<file path="src/rtl/esc_instruction_fetch_decoder_pkg.sv">
// Shared definitions for the x87 ESC instruction fetch/decode front end:
// opcode prefix, parser states and ModR/M field encodings.
package esc_instruction_fetch_decoder_pkg;

  localparam int DEFAULT_COUNT_W = 16;

  // Every x87 escape opcode (D8..DF) carries this value in bits [7:3].
  localparam logic [4:0] ESC_PREFIX = 5'b11011;

  typedef enum logic [2:0] {
    S_OPCODE  = 3'd0,
    S_MODRM   = 3'd1,
    S_DISP_LO = 3'd2,
    S_DISP_HI = 3'd3,
    S_PRESENT = 3'd4
  } state_e;

  // ModR/M mod field encodings (16-bit addressing form).
  localparam logic [1:0] MOD_NODISP = 2'b00;
  localparam logic [1:0] MOD_DISP8  = 2'b01;
  localparam logic [1:0] MOD_DISP16 = 2'b10;
  localparam logic [1:0] MOD_REG    = 2'b11;

  // With mod=00 this rm value means a bare 16-bit direct address follows.
  localparam logic [2:0] RM_DIRECT = 3'b110;

  function automatic logic is_esc(input logic [7:0] b);
    return b[7:3] == ESC_PREFIX;
  endfunction

endpackage

</file>
<file path="src/rtl/esc_instruction_fetch_decoder_if.sv">
// Byte-stream input and instruction-port output of the ESC decoder.
// The slave modport is the decoder's view, master is the driver/consumer view.
interface esc_instruction_fetch_decoder_if #(
  parameter int COUNT_W = esc_instruction_fetch_decoder_pkg::DEFAULT_COUNT_W
);
  logic               flush;
  logic [7:0]         byte_in;
  logic               byte_valid;
  logic               byte_ready;
  logic [7:0]         instr_opcode;
  logic [7:0]         instr_modrm;
  logic [15:0]        instr_disp;
  logic               instr_has_mem;
  logic [2:0]         instr_len;
  logic               instr_valid;
  logic               instr_ack;
  logic [COUNT_W-1:0] instr_count;
  logic [COUNT_W-1:0] drop_count;

  modport slave (
    input  flush, byte_in, byte_valid, instr_ack,
    output byte_ready, instr_opcode, instr_modrm, instr_disp, instr_has_mem,
           instr_len, instr_valid, instr_count, drop_count
  );

  modport master (
    output flush, byte_in, byte_valid, instr_ack,
    input  byte_ready, instr_opcode, instr_modrm, instr_disp, instr_has_mem,
           instr_len, instr_valid, instr_count, drop_count
  );
endinterface

</file>
<file path="src/rtl/esc_instruction_fetch_decoder_disp_len.sv">
// Combinational ModR/M classifier: how many displacement bytes follow the
// ModR/M byte and whether the operand is in memory.
module esc_instruction_fetch_decoder_disp_len
  import esc_instruction_fetch_decoder_pkg::*;
(
  input  logic [1:0] mod_i,
  input  logic [2:0] rm_i,
  output logic [1:0] disp_bytes_o,
  output logic       has_mem_o
);

  // Decode mod/rm into displacement size and memory-operand flag.
  always_comb begin
    disp_bytes_o = 2'd0;
    has_mem_o    = 1'b1;
    case (mod_i)
      MOD_REG:    has_mem_o    = 1'b0;
      MOD_DISP8:  disp_bytes_o = 2'd1;
      MOD_DISP16: disp_bytes_o = 2'd2;
      // MOD_NODISP: only the direct-address form carries a 16-bit field
      default:    disp_bytes_o = (rm_i == RM_DIRECT) ? 2'd2 : 2'd0;
    endcase
  end

endmodule

</file>
<file path="src/rtl/esc_instruction_fetch_decoder.sv">
// Parses x87 ESC instructions (opcode, ModR/M, optional displacement) out of
// the prefetch byte stream and presents them one at a time on a valid/ack port.
module esc_instruction_fetch_decoder
  import esc_instruction_fetch_decoder_pkg::*;
#(
  parameter bit PASS_NON_ESC = 1'b1,
  parameter int COUNT_W      = DEFAULT_COUNT_W
) (
  input  logic                          clk,
  input  logic                          reset,
  esc_instruction_fetch_decoder_if.slave bus
);

  state_e             state_q, state_d;
  logic [7:0]         opcode_q, opcode_d;
  logic [7:0]         modrm_q, modrm_d;
  logic [15:0]        disp_q, disp_d;
  logic               has_mem_q, has_mem_d;
  logic [2:0]         len_q, len_d;
  logic               valid_q, valid_d;
  logic               disp16_q, disp16_d;
  logic [COUNT_W-1:0] instr_count_q, instr_count_d;
  logic [COUNT_W-1:0] drop_count_q, drop_count_d;

  logic       byte_ready_c;
  logic       accept_c;
  logic [7:0] b;
  logic [1:0] map_disp_bytes;
  logic       map_has_mem;

  // A flush cycle refuses the offered byte so it is neither parsed nor lost.
  assign byte_ready_c = (state_q != S_PRESENT) && !bus.flush;
  assign accept_c     = bus.byte_valid && byte_ready_c;
  assign b            = bus.byte_in;

  // Classify the incoming byte as a ModR/M candidate.
  esc_instruction_fetch_decoder_disp_len u_disp_len (
    .mod_i        (b[7:6]),
    .rm_i         (b[2:0]),
    .disp_bytes_o (map_disp_bytes),
    .has_mem_o    (map_has_mem)
  );

  // Next-state logic: parser FSM, field assembly and statistics counters.
  always_comb begin
    state_d       = state_q;
    opcode_d      = opcode_q;
    modrm_d       = modrm_q;
    disp_d        = disp_q;
    has_mem_d     = has_mem_q;
    len_d         = len_q;
    valid_d       = valid_q;
    disp16_d      = disp16_q;
    instr_count_d = instr_count_q;
    drop_count_d  = drop_count_q;

    if (bus.flush) begin
      state_d   = S_OPCODE;
      valid_d   = 1'b0;
      opcode_d  = 8'h00;
      modrm_d   = 8'h00;
      disp_d    = 16'h0000;
      has_mem_d = 1'b0;
      len_d     = 3'd0;
      disp16_d  = 1'b0;
    end else begin
      case (state_q)
        S_OPCODE: begin
          if (accept_c) begin
            if (is_esc(b)) begin
              opcode_d  = b;
              modrm_d   = 8'h00;
              disp_d    = 16'h0000;
              has_mem_d = 1'b0;
              len_d     = 3'd1;
              state_d   = S_MODRM;
            end else if (PASS_NON_ESC) begin
              opcode_d  = b;
              modrm_d   = 8'h00;
              disp_d    = 16'h0000;
              has_mem_d = 1'b0;
              len_d     = 3'd1;
              valid_d   = 1'b1;
              state_d   = S_PRESENT;
            end else begin
              drop_count_d = drop_count_q + COUNT_W'(1);
            end
          end
        end
        S_MODRM: begin
          if (accept_c) begin
            modrm_d   = b;
            has_mem_d = map_has_mem;
            len_d     = 3'd2;
            if (map_disp_bytes == 2'd0) begin
              valid_d = 1'b1;
              state_d = S_PRESENT;
            end else begin
              disp16_d = (map_disp_bytes == 2'd2);
              state_d  = S_DISP_LO;
            end
          end
        end
        S_DISP_LO: begin
          if (accept_c) begin
            if (disp16_q) begin
              disp_d  = {8'h00, b};
              state_d = S_DISP_HI;
            end else begin
              disp_d  = {{8{b[7]}}, b};
              len_d   = 3'd3;
              valid_d = 1'b1;
              state_d = S_PRESENT;
            end
          end
        end
        S_DISP_HI: begin
          if (accept_c) begin
            disp_d  = {b, disp_q[7:0]};
            len_d   = 3'd4;
            valid_d = 1'b1;
            state_d = S_PRESENT;
          end
        end
        S_PRESENT: begin
          // Returning to S_OPCODE on the ack edge forces a valid-low cycle
          // before the next instruction can be presented.
          if (bus.instr_ack) begin
            valid_d       = 1'b0;
            instr_count_d = instr_count_q + COUNT_W'(1);
            state_d       = S_OPCODE;
          end
        end
        default: state_d = S_OPCODE;
      endcase
    end
  end

  // State and output registers with synchronous reset.
  always_ff @(posedge clk) begin
    if (reset) begin
      state_q       <= S_OPCODE;
      opcode_q      <= 8'h00;
      modrm_q       <= 8'h00;
      disp_q        <= 16'h0000;
      has_mem_q     <= 1'b0;
      len_q         <= 3'd0;
      valid_q       <= 1'b0;
      disp16_q      <= 1'b0;
      instr_count_q <= '0;
      drop_count_q  <= '0;
    end else begin
      state_q       <= state_d;
      opcode_q      <= opcode_d;
      modrm_q       <= modrm_d;
      disp_q        <= disp_d;
      has_mem_q     <= has_mem_d;
      len_q         <= len_d;
      valid_q       <= valid_d;
      disp16_q      <= disp16_d;
      instr_count_q <= instr_count_d;
      drop_count_q  <= drop_count_d;
    end
  end

  assign bus.byte_ready    = byte_ready_c;
  assign bus.instr_opcode  = opcode_q;
  assign bus.instr_modrm   = modrm_q;
  assign bus.instr_disp    = disp_q;
  assign bus.instr_has_mem = has_mem_q;
  assign bus.instr_len     = len_q;
  assign bus.instr_valid   = valid_q;
  assign bus.instr_count   = instr_count_q;
  assign bus.drop_count    = drop_count_q;

endmodule

</file>
<file path="src/flat_wrapper.sv">
// flat-port wrapper written by rule: the top's interface ports become plain ports
module esc_instruction_fetch_decoder_flat import esc_instruction_fetch_decoder_pkg::*;
#(
  parameter bit PASS_NON_ESC = 1'b1,
  parameter int COUNT_W      = DEFAULT_COUNT_W
)
  (clk, reset, bus_flush, bus_byte_in, bus_byte_valid, bus_instr_ack, bus_byte_ready, bus_instr_opcode, bus_instr_modrm, bus_instr_disp, bus_instr_has_mem, bus_instr_len, bus_instr_valid, bus_instr_count, bus_drop_count);
  esc_instruction_fetch_decoder_if #(.COUNT_W(COUNT_W)) bus_i ();
  input  logic clk;
  input  logic reset;
  input wire logic [$bits(bus_i.flush)-1:0] bus_flush;
  input wire logic [$bits(bus_i.byte_in)-1:0] bus_byte_in;
  input wire logic [$bits(bus_i.byte_valid)-1:0] bus_byte_valid;
  input wire logic [$bits(bus_i.instr_ack)-1:0] bus_instr_ack;
  output wire logic [$bits(bus_i.byte_ready)-1:0] bus_byte_ready;
  output wire logic [$bits(bus_i.instr_opcode)-1:0] bus_instr_opcode;
  output wire logic [$bits(bus_i.instr_modrm)-1:0] bus_instr_modrm;
  output wire logic [$bits(bus_i.instr_disp)-1:0] bus_instr_disp;
  output wire logic [$bits(bus_i.instr_has_mem)-1:0] bus_instr_has_mem;
  output wire logic [$bits(bus_i.instr_len)-1:0] bus_instr_len;
  output wire logic [$bits(bus_i.instr_valid)-1:0] bus_instr_valid;
  output wire logic [$bits(bus_i.instr_count)-1:0] bus_instr_count;
  output wire logic [$bits(bus_i.drop_count)-1:0] bus_drop_count;
  assign bus_i.flush = bus_flush;
  assign bus_i.byte_in = bus_byte_in;
  assign bus_i.byte_valid = bus_byte_valid;
  assign bus_i.instr_ack = bus_instr_ack;
  assign bus_byte_ready = bus_i.byte_ready;
  assign bus_instr_opcode = bus_i.instr_opcode;
  assign bus_instr_modrm = bus_i.instr_modrm;
  assign bus_instr_disp = bus_i.instr_disp;
  assign bus_instr_has_mem = bus_i.instr_has_mem;
  assign bus_instr_len = bus_i.instr_len;
  assign bus_instr_valid = bus_i.instr_valid;
  assign bus_instr_count = bus_i.instr_count;
  assign bus_drop_count = bus_i.drop_count;
  esc_instruction_fetch_decoder #(.PASS_NON_ESC(PASS_NON_ESC), .COUNT_W(COUNT_W)) u_core (.clk(clk), .reset(reset), .bus(bus_i));
endmodule
</file>
<file path="config.mk">
export PLATFORM = sky130hd
export DESIGN_NAME = esc_instruction_fetch_decoder_flat
export DESIGN_NICKNAME = d
export VERILOG_FILES = /design/src/rtl/esc_instruction_fetch_decoder_pkg.sv /design/src/rtl/esc_instruction_fetch_decoder_if.sv /design/src/rtl/esc_instruction_fetch_decoder_disp_len.sv /design/src/rtl/esc_instruction_fetch_decoder.sv /design/src/flat_wrapper.sv
export SDC_FILE = /design/constraint.sdc
export NUM_CORES = 1
export LEC_CHECK = 0
export ABC_AREA = 1
export CAP_MARGIN = 0
export CORE_UTILIZATION = 40
export DETAILED_ROUTE_END_ITERATION = 10
export PLACE_DENSITY_LB_ADDON = 0.05
export RECOVER_POWER = 100
export SLEW_MARGIN = 20
export SYNTH_ARGS = -nofsm -noshare
export SYNTH_HDL_FRONTEND = slang
export SYNTH_SLANG_ARGS = --single-unit
</file>
<file path="constraint.sdc">
create_clock -name clk -period 3.4 [get_ports clk]
set_input_delay 0.34 -clock clk [delete_from_list [all_inputs] [get_ports clk]]
set_output_delay 0.34 -clock clk [all_outputs]
set_load 0.02 [all_outputs]
</file>
# After elaboration in Yosys (flattened, before gate mapping)

Index checks and enable logic that the tools add are counted.
Widths: inputs -> output; s select.

Register bits after elaboration: 57
Output and inout bits: 70
Word-level logic and storage cells: 90

$add $sub $neg: 1
Equal/unequal tests: 19
Multiplexer cells: 37
Bitwise operators: 3
Reductions and logical operators: 20

Operators by type and width:

| cell                  | number |
|---|---|
| $mux 16               | 4 |
| $pmux 16 s3           | 1 |
| $mux 3                | 12 |
| $add 16x1->16 const B | 1 |
| $mux 8                | 2 |
| $pmux 8 s2            | 1 |
| $pmux 3 s5            | 1 |
| $pmux 3 s4            | 1 |
| $mux 1                | 11 |
| $ne 2x1->1 const B    | 5 |
| $reduce_and 3->1      | 3 |
| $reduce_and 9->1      | 1 |
| $reduce_and 4->1      | 2 |
| $eq 2x2->1 const B    | 3 |
| $eq 3x2->1 const B    | 2 |
| $eq 3x3->1 const B    | 2 |
| $ne 2x2->1 const B    | 3 |
| $pmux 2 s3            | 1 |
| $reduce_and 6->1      | 1 |
| $eq 5x5->1 const B    | 1 |
| $pmux 1 s5            | 1 |
| $reduce_and 5->1      | 1 |
| $reduce_bool 5->1     | 1 |
| $reduce_bool 2->1     | 2 |
| 14 further kinds      | 17 |

# Depth between registers and ports, before layout

Word-level depth: 7
Gate-level depth with buffers: 9

# By module

A second synthesis with hierarchy kept.

Cell total of the unflattened synthesis: 400
Area, all modules: 2772.7 sq um

Modules (own cells, without submodules):

| module                                 | times used | cells each | area an instance (sq um) | sequential area each (sq um) |
|---|---|---|---|---|
| esc_instruction_fetch_decoder          | 1          | 391        | 2735.1                   | 1141.1 |
| esc_instruction_fetch_decoder_disp_len | 1          | 9          | 37.5                     | 0.0 |

# Least setup slack after synthesis

OpenSTA, ideal clock, no wires.

Path kind: flip-flop to flip-flop
Start point: register u_core.instr_count_q[1], in the netlist u_core.bus.instr_count[1]
End point: register u_core.instr_count_q[8], in the netlist u_core.bus.instr_count[8]
Setup time: 116 ps
Arrival time: 1418 ps
Path slack: 1867 ps
Stages on the path, launching flop included: 8
Cell sequence: dfxtp_1 ha_1 nand2_1 nor3_1 nand2_1 nor2_2 nand2_1 and3_1

Word-level cells in the longest chain between the ends: 1

RTL lines:

| item                   | RTL line                             | text |
|---|---|---|
| from (decl)            | esc_instruction_fetch_decoder.sv:22  | `logic [COUNT_W-1:0] instr_count_q, instr_count_d;` |
| from (signal assigned) | esc_instruction_fetch_decoder.sv:161 | `instr_count_q <= instr_count_d;` |
| $add 16x1->16          | esc_instruction_fetch_decoder.sv:130 | `instr_count_d = instr_count_q + COUNT_W'(1);` |

Every way passes these cells.
A chain may end at the register's enable or synchronous reset.

# Worst setup path in the final report

Start point: register u_core.state_q[1]
End point: output port bus_byte_ready

Word-level cells in the longest chain between the ends: 2

RTL lines:

| item                   | RTL line                             | text |
|---|---|---|
| from (decl)            | esc_instruction_fetch_decoder.sv:14  | `state_e state_q, state_d;` |
| from (signal assigned) | esc_instruction_fetch_decoder.sv:153 | `state_q <= state_d;` |
| $ne 3x3->1             | esc_instruction_fetch_decoder.sv:32  | `assign byte_ready_c = (state_q != S_PRESENT) && !bus.flush;` |
| $logic_and 1x1->1      | esc_instruction_fetch_decoder.sv:32  |  |
| to (decl)              | flat_wrapper.sv:15                   | `output wire logic [$bits(bus_i.byte_ready)-1:0] bus_byte_ready;` |

Every way passes these cells.

==> metrics.txt <==
M3 GR Usage 5.24%; crit path launch type flop; CP max FO 13; Clk pin slew, worst setup/hold paths 0.06 ns; Resized cells post-CTS 0; Pwr Density 385 mW/mm^2; WS Path Type flop to output port; Layout area overhead 30.3%; Top Usage Layer GRT met1; Final Cycle Share 70.5%; die span in x 84.1 microns; final setup TNS 0 ns; met1 usage 29.6%; number of synthesis warnings 0; Yosys reg bits 57; routed len/inst 12.0 microns; Syn Inst Count 397; failing checks design-rule violations; Flop pwr share 50.1%; hpwl dp 4720 microns; outcome finished with violations; setup violators final 0; Logic pwr share 8.6%; CTS tree built; Critical Path RT 3.06 ns; Sw Ratio 25.5%; die height 84.1 microns; register area share after synthesis 42.3%; largest net degree at the start of global routing 20; CTS root buffer clkbuf_8; fin util 54.7%; ys async rst share 0%; Sink Count 57; post-synth top area share 42.3%; Yosys top cell by area dfxtp_1; Initial Utilization 42.0%; total CTS buffers 9; Int Pwr 1010 uW; measured slew at the worst slew-check pin 0.872 ns; # rows 29; DRT iter0 DRCs 167; Pins Over Slew Limit 0; maximum root-to-sink buffer count 2; Synth Cell Area 0.00270 sq mm; top_reg_cell synth dfxtp_1; first-pass GRT wire length 11000 microns; share of cells above drive strength 1 3.61%; Leak 0.00157 uW; final wirelength 6590 microns; Clock Latency Late Sink 0.33 ns; H-tree lvl count 3; RSZ-0062 raised after global routing false; Layout Nets 480; Peak Freq 417 MHz; CORE AREA 0.00642 sq mm; P_sw 344 uW; clock power share 41.3%; DRT antenna net count 0; port buffer count 66; post-CTS setup buffers 0; CTS Hold Bufs 0; min cycle time layout 2.40 ns; Synth area leaders dfxtp_1 42%, nand2_1 13%, a21oi_1 8.5%; CP endpoint kind output port; most frequent cell after synthesis nand2_1; maxcap violations 0; initial antenna violation count 0; DRC violations left 18; Synth cell types 23; syn avg cell area 6.79 sq um; ant diodes 0; worst relative slew slack 41.9%; vias in the first global route 2330; worst reg2reg path depth 7; Total Power 1350 uW; vias per inst 4.87; die area 0.00707 sq mm; vias 2669; drt first pass iters 7; Worst Path Arrival 2.06 ns; Min-Delay Path Depth 2; Final Hold Fails 0; grt ovf 0; EDFF count, synth 0; I/O Pins 83; peak supply drop 0.224 mV; clock skew 0.00705 ns; Post-synth top cells 90 x nand2_1, 57 x dfxtp_1, 53 x nor2_1; met2 Use GR 26.2%; Overall Global Routing Usage 19.3%; min-delay worst type flop to flop; Placer Congestion 0.848
-- per-layer routing --
metal	wire length, microns	vias up	share of wire, %
met2	2580	97	39
met4	16	0	0.24
met1	3630	1195	55
li1	-	1375	-
met3	367	2	5.6
met5	0	-	0
-- critical path, stage by stage, from the launching register on --
cell and delay (ns):
dfxtp_1 0.59, nor2_1 0.15, nand2_1 0.17, inv_1 0.07, nor2_1 0.09, dlygate4sd3_1 0.67
-- cell usage in the layout, fill, tap and decap left out --
cell type,synthesis,layout
nand4_1,5,5
nand3_1,18,19
dlygate4sd3_1,0,56
a21oi_1,46,46
clkbuf_8,0,11
clkbuf_1,6,3
ha_1,1,1
nor2_1,53,57
conb_1,1,16
a211oi_1,2,2
o21bai_1,1,1
inv_1,48,48
nor3_1,6,6
xor2_1,1,1
clkinv_1,1,1
clkdlybuf4s50_1,0,10
nor2_2,4,1
nand2_1,90,90
and3_1,1,1
o21ai_0,34,34
dfxtp_1,57,57
clkinv_2,0,3
nor2_4,2,1
nor3_4,1,1
-- state kept, by name (all words and copies together), names as in the netlist --
| signal | flops |
|---|---|
| u_core.bus.instr_len | 3 |
| u_core.bus.instr_disp | 16 |
| u_core.bus.instr_valid | 1 |
| u_core.bus.instr_opcode | 8 |
| u_core.bus.instr_modrm | 8 |
| u_core.disp16_q | 1 |
| u_core.bus.instr_count | 16 |
| u_core.bus.instr_has_mem | 1 |
| u_core.state_q | 3 |
-- power groups by stage --
stage	Sequential, uW	Clock [uW]	Combinational [uW]
CTS	678	576	119
detailed placement	693	0	118
finish	678	558	116
global route	678	613	128
floorplan	698	0	81.8
global placement	693	0	118
-- worst paths after layout --
path | start | to | slack [ns]
max reg2reg | u_core.state_q[1]$_SDFFE_PP0P_ | u_core.bus.instr_count[8]$_SDFFE_PP0P_ | 1.41
min reg2reg | u_core.bus.instr_disp[8]$_SDFFE_PP0P_ | u_core.bus.instr_disp[8]$_SDFFE_PP0P_ | 0.46
min | u_core.bus.instr_disp[8]$_SDFFE_PP0P_ | u_core.bus.instr_disp[8]$_SDFFE_PP0P_ | 0.46
max | u_core.state_q[1]$_SDFFE_PP0P_ | bus_byte_ready | 1.00
-- area by class of cell --
type | instances | area (sq um)
repair buffers | 67 | 664
clock buffers | 13 | 159
inverters | 49 | 184
fillers | 662 | 2910
multi-input cells | 282 | 1250
clock inverters | 3 | 15.0
well taps | 77 | 96.3
flip-flops and latches | 57 | 1140
-- stage by stage --
step | std cells | hold WS, ns | setup WS (ns) | area (sq um)
finish | 548 | 0.458 | 1.00 | 3510
global route | 548 | 0.479 | 0.863 | 3510
CTS | 548 | 0.465 | 1.04 | 3540
detailed placement | 532 | 0.455 | 1.03 | 3360
global placement | 532 | 0.453 | 1.07 | 3360
floorplan | 412 | 0.409 | 1.87 | 2750
-- cells by family after synthesis --
logic type                 count (synthesis)  share of synthesized area [%]
and+or+nand+nor                          181                           28.5
AOI/OAI and AO/OA                         83                           15.7
buffers and inverters                     73                           12.6
DFF                                       57                           42.3
xor gates and xnor gates                   1                          0.325
adders and majority gates                  1                          0.464
other                                      1                          0.139
Power figures use the tool's default switching activity.
